$ cat src/rtl/uart_rx.sv
// uart_rx: 8N1 UART receiver, LSB first, 2-flop input synchronizer, one-cycle valid/err strobes.
// Optional macro UART_RX_PARITY_EN switches the frame to 8E1 (even parity bit after bit 7).
module uart_rx #(
  parameter int unsigned clkFreq  = 48_000_000,
  parameter int unsigned baudRate = 9600
) (
  input  logic       clkIN,
  input  logic       nResetIN,
  input  logic       rxIN,
  output logic [7:0] dataOUT,
  output logic       validOUT,
  output logic       errOUT,
  output logic       nBusyOUT
);

  localparam int unsigned BIT_CYC  = clkFreq / baudRate;
  localparam int unsigned HALF_CYC = BIT_CYC / 2;
  localparam int unsigned CNT_W    = (BIT_CYC > 1) ? $clog2(BIT_CYC) : 1;

  typedef enum logic [2:0] {
    S_IDLE,
    S_START,
    S_DATA,
    S_STOP,
    S_WAIT_IDLE
`ifdef UART_RX_PARITY_EN
    , S_PARITY
`endif
  } state_e;

  state_e             state_q, state_d;
  logic               rx_meta_q, rx_s_q;
  logic [CNT_W-1:0]   cnt_q, cnt_d;
  logic [2:0]         bit_idx_q, bit_idx_d;
  logic [7:0]         shift_q, shift_d;
  logic [7:0]         data_q, data_d;
  logic               valid_q, valid_d;
  logic               err_q, err_d;
  logic               nbusy_q, nbusy_d;
  logic               last_cnt, half_cnt;
`ifdef UART_RX_PARITY_EN
  logic               par_err_q, par_err_d;
`endif

  assign dataOUT  = data_q;
  assign validOUT = valid_q;
  assign errOUT   = err_q;
  assign nBusyOUT = nbusy_q;

  // START lasts HALF_CYC-1 cycles so the start sample lands at edge + 2 + HALF_CYC
  assign last_cnt = (cnt_q == CNT_W'(BIT_CYC - 1));
  assign half_cnt = (cnt_q == CNT_W'(HALF_CYC - 2));

  always_comb begin
    state_d   = state_q;
    cnt_d     = cnt_q;
    bit_idx_d = bit_idx_q;
    shift_d   = shift_q;
    data_d    = data_q;
    valid_d   = 1'b0;
    err_d     = 1'b0;
`ifdef UART_RX_PARITY_EN
    par_err_d = par_err_q;
`endif
    case (state_q)
      S_IDLE: begin
        cnt_d = '0;
        if (!rx_s_q) state_d = S_START;
      end
      S_START: begin
        if (half_cnt) begin
          cnt_d     = '0;
          bit_idx_d = 3'd0;
          state_d   = rx_s_q ? S_IDLE : S_DATA;
        end else begin
          cnt_d = cnt_q + CNT_W'(1);
        end
      end
      S_DATA: begin
        if (last_cnt) begin
          cnt_d              = '0;
          shift_d[bit_idx_q] = rx_s_q;
          bit_idx_d          = bit_idx_q + 3'd1;
          if (bit_idx_q == 3'd7) begin
`ifdef UART_RX_PARITY_EN
            state_d = S_PARITY;
`else
            state_d = S_STOP;
`endif
          end
        end else begin
          cnt_d = cnt_q + CNT_W'(1);
        end
      end
`ifdef UART_RX_PARITY_EN
      S_PARITY: begin
        if (last_cnt) begin
          cnt_d     = '0;
          par_err_d = rx_s_q ^ (^shift_q);
          state_d   = S_STOP;
        end else begin
          cnt_d = cnt_q + CNT_W'(1);
        end
      end
`endif
      S_STOP: begin
        if (last_cnt) begin
          cnt_d = '0;
          if (!rx_s_q) begin
            err_d   = 1'b1;
            state_d = S_WAIT_IDLE;
          end
`ifdef UART_RX_PARITY_EN
          else if (par_err_q) begin
            err_d   = 1'b1;
            state_d = S_IDLE;
          end
`endif
          else begin
            data_d  = shift_q;
            valid_d = 1'b1;
            state_d = S_IDLE;
          end
        end else begin
          cnt_d = cnt_q + CNT_W'(1);
        end
      end
      // a held-low line (break) must not be decoded as a stream of 0x00 frames
      S_WAIT_IDLE: begin
        cnt_d = '0;
        if (rx_s_q) state_d = S_IDLE;
      end
      default: state_d = S_IDLE;
    endcase
    nbusy_d = (state_d == S_IDLE);
  end

  always_ff @(posedge clkIN or negedge nResetIN) begin
    if (!nResetIN) begin
      rx_meta_q <= 1'b1;
      rx_s_q    <= 1'b1;
      state_q   <= S_IDLE;
      cnt_q     <= '0;
      bit_idx_q <= 3'd0;
      shift_q   <= 8'h00;
      data_q    <= 8'h00;
      valid_q   <= 1'b0;
      err_q     <= 1'b0;
      nbusy_q   <= 1'b1;
`ifdef UART_RX_PARITY_EN
      par_err_q <= 1'b0;
`endif
    end else begin
      rx_meta_q <= rxIN;
      rx_s_q    <= rx_meta_q;
      state_q   <= state_d;
      cnt_q     <= cnt_d;
      bit_idx_q <= bit_idx_d;
      shift_q   <= shift_d;
      data_q    <= data_d;
      valid_q   <= valid_d;
      err_q     <= err_d;
      nbusy_q   <= nbusy_d;
`ifdef UART_RX_PARITY_EN
      par_err_q <= par_err_d;
`endif
    end
  end

endmodule

$ cat config.mk
export PLATFORM = sky130hd
export DESIGN_NAME = uart_rx
export DESIGN_NICKNAME = d
export VERILOG_FILES = /design/src/rtl/uart_rx.sv
export SDC_FILE = /design/constraint.sdc
export NUM_CORES = 1
export LEC_CHECK = 0
export ABC_AREA = 0
export CORE_MARGIN = 5
export CORE_UTILIZATION = 47
export CTS_BUF_LIST = sky130_fd_sc_hd__clkbuf_8 sky130_fd_sc_hd__clkbuf_16
export DETAILED_ROUTE_END_ITERATION = 6
export GPL_ROUTABILITY_DRIVEN = 0
export PLACE_DENSITY = 0.66
export SYNTH_ARGS = -nofsm -noshare
export SYNTH_HDL_FRONTEND = slang
export SYNTH_SLANG_ARGS = --single-unit
$ cat constraint.sdc
create_clock -name clkIN -period 2.86 [get_ports clkIN]
set_clock_uncertainty 0.15 [all_clocks]
set_input_delay 0.286 -clock clkIN [delete_from_list [all_inputs] [get_ports clkIN]]
set_output_delay 0.286 -clock clkIN [all_outputs]
set_load 0.005 [all_outputs]
==> metrics.md <==
| Metric | Value |
|---|---|
| Status | `complete, no violations` |
| Post-synth top cells | `37 x dfrtp_1, 17 x mux2_2, 17 x nor2_1, 8 x nand2_1, 7 x and3_1` |
| Final setup viols | `0` |
| Antenna Cells | `0` |
| Number of synthesized flops with an enable pin | `0` |
| Max VDD drop | `approximately 250 uV` |
| Detail Placement HPWL | `2500 um` |
| Worst Path Required | `around 2900 ps` |
| Part of the cycle the worst path needs | `89.8%` |
| Post-synthesis mux area share | `9.63%` |
| WL per Instance | `15.5 um` |
| Initial antenna violation count | `0` |
| Cells after DPL | `between 200 and 250` |
| Drt first-iter violations | `76` |
| Hold Vio Cnt, Final | `0` |
| Max Fclk | `~400 MHz` |
| Synth warnings | `0` |
| Num CTS Buffers | `5` |
| DRT Wirelength | `~3600 um` |
| Antenna violation net count after detailed routing | `0` |
| Cell Int Power | `738 uW` |
| Sw Ratio | `21.9%` |
| Post-synth top area cell | `dfrtp_1` |
| # IOs | `14` |
| CTS tree | `built` |
| Mapped Cells | `approximately 170` |
| Dpl cell area | `roughly 2100 um2` |
| XOR/XNOR share of the synthesized area | `just under 4%` |
| Nets@finish | `approximately 190` |
| Largest net degree at the start of global routing | `41` |
| Pwr Density | `around 420 nW/um2` |
| Clock latency on the worst-skew pair | `a little under 300 ps` |
| Via density | `between 5 and 6` |
| Post-synthesis sequential area ratio | `between 50% and 60%` |
| Max-slew headroom | `about 41%` |
| CP max FO | `5` |
| Area fraction of the dominant cell type after synthesis | `a little under half` |
| Synthesized cell area | `roughly 2000 um2` |
| Clock slew at reported path FFs | `around 70 ps` |
| LEAKAGE | `between 1 and 1.5 nW` |
| Synth Register Bits | `40` |
| Synth Net Count | `179` |
| Yosys cell types | `47` |
| Setup TNS | `0 ps` |
| Clk pwr share | `between 30% and 40%` |
| Hold Path Stages | `0` |
| Simple-Gate Fraction of Synth Area | `about 22%` |
| Width of the die | `75.0 um` |
| Vias | `1347` |
| Starting Density | `roughly half` |
| Synth Area per Inst | `around 12 um2` |
| R2R cell count | `5` |
| GR Overflow Total | `0` |
| Synth top area cells | `dfrtp_1 47%, mux2_2 9.6%, dfstp_2 4.0%, nor2_1 3.2%, ha_1 2.5%` |
| MaxCap Viol Count | `0` |
| Post-CTS Resized | `0` |
| Die Footprint | `about 5600 um2` |
| Final Max Tran Viols | `0` |
| Layout cells sized above 1 | `between 20% and 30%` |
| Unrepaired setup endpoints after global routing | `no` |
| Area Overhead vs Synth | `12.3%` |
| Rows | `23` |
| Worst-margin pin slew | `892 ps` |
| Synthesized-area fraction occupied by adder cells | `2.52%` |
| Layout Cells excl Fill | `~240` |
| Main combinational cell family by area after synthesis | `simple AND/OR/NAND/NOR gates` |
| DRT Pass-1 Iters | `4` |
| H-Tree Depth | `2` |
| Ys flop type | `dfrtp_1` |
| Critical path class | `reg -> reg` |
| Logic pwr share | `~1.5%` |
| First-pass GRT wire length | `approximately 6600 um` |
| Startpoint types | `flop` |
| Clock sink count | `40` |
| Psw | `207 uW` |
| Number of global-route vias before repair | `roughly 1.4k` |
| Total GRT Usage | `15.5%` |
| Crit. End Element | `flop` |
| Data arrival, critical path | `2600 ps` |
| Cell area after layout | `around 2200 um2` |
| Max clock buf depth | `2` |
| Crit path time final | `approximately 2600 ps` |
| Core Region | `roughly 4000 um2` |
| Sequential Power Share | `between 60% and 70%` |
| DIE HEIGHT | `approximately 75 um` |
| CTS Root Cell | `clkbuf_8` |
| Synth Area in Compound Gates | `approximately 8.6%` |
| IO buf count | `13` |
| Async SR Flop Fraction | `100%` |
| Hold/Removal Path Class | `reg -> reg` |
| Most common cell in the netlist | `dfrtp_1` |
| Residual DRC count | `0` |
routing by layer:
layer	wire length (um)	part of all wire (%)	track usage, %	vias up
li1	-	-	-	639
met1	1730	48	20.9	676
met2	1700	46	23.5	28
met3	152	4.2	4.54	4
met4	63	1.7	6.52	0
met5	0	0	0	-
cell families (layout without fill, tap and decap cells):
group	after synthesis	count (layout)
and+or+nand+nor	69	69
DFF	40	40
AOI/OAI and AO/OA	20	20
muxes	17	17
buffers and inverters	13	26
xor gates and xnor gates	9	9
adders and majority gates	4	4
flip-flops by register name, summed over array words and instances, names as in the netlist:
register and flops:
bit_idx_q 3, nBusyOUT 1, validOUT 1, errOUT 1, state_q 3, rx_meta_q 1
cnt_q 13, shift_q 8, dataOUT 8, rx_s_q 1
timing repair:
item	in CTS	in global routing
hold endpoints to repair	37	0
buffers inserted	0	0
hold buffers	1	0
metrics by stage:
stage	power [mW]	worst slack, ps	util [%]	hold WS (ps)
5_1_grt	0.988	68.8	55.0	220
3_5_place_dp	0.596	297	52.7	199
2_1_floorplan	0.582	463	-	-160
3_3_place_gp	0.595	359	52.7	197
4_1_cts	0.960	285	55.0	210
6_report	0.945	292	55.0	208
worst max-delay path, cell delays in order (launching register included):
cell,delay (ps)
dfrtp_1,430
or4b_4,580
nor4_4,370
nand3_1,210
nor4b_1,350
mux2_2,370
power groups by stage:
stage	Clock (mW)	Combinational [mW]	Sequential, mW
after floorplan	0	0.00191	0.580
after global placement	0	0.0133	0.582
after detailed placement	0	0.0139	0.582
after CTS	0.374	0.0149	0.571
after global routing	0.400	0.0170	0.571
final	0.360	0.0140	0.571
path summary, 6_finish.rpt:
kind | start | end | slack (ps)
max | cnt_q[3] | shift_q[4] | 290
min | rx_meta_q | rx_s_q | 210
max reg2reg | cnt_q[3] | shift_q[4] | 290
min reg2reg | rx_meta_q | rx_s_q | 210
max in group asynchronous | nResetIN | cnt_q[3] | 1490
min in group asynchronous | nResetIN | errOUT | 510
cell usage in the layout, fill, tap and decap left out, types with 2 or more instances in the layout:
cell,synthesis,routed
nand4_1,4,4
mux2_2,17,17
nand4bb_1,2,2
xnor2_1,4,4
clkdlybuf4s50_1,0,12
a22o_1,2,2
xor2_1,5,5
nand2b_1,2,2
o31a_2,2,2
nor2b_1,3,3
nand3_1,4,4
nor3b_1,3,3
a311oi_1,2,2
nor4b_1,2,2
ha_1,4,4
dfrtp_1,37,37
nand2_1,8,8
inv_1,4,5
o21ai_0,4,4
and3_1,7,7
o211ai_1,2,2
o31ai_1,2,2
nand4b_1,2,2
dfstp_2,3,3
clkbuf_8,0,5
nor2_1,17,17
or4b_4,2,2
cell type report:
class                      count  area (um2)
clock buffer                   5        68.8
clock inverter                 3        16.3
multi-input combinational    119         930
fill                         366        1830
tap                           50        62.6
timing repair buffer          14         135
sequential                    40        1000
inverter                       4        15.0
Note: power is estimated with default switching activity, not from simulation.
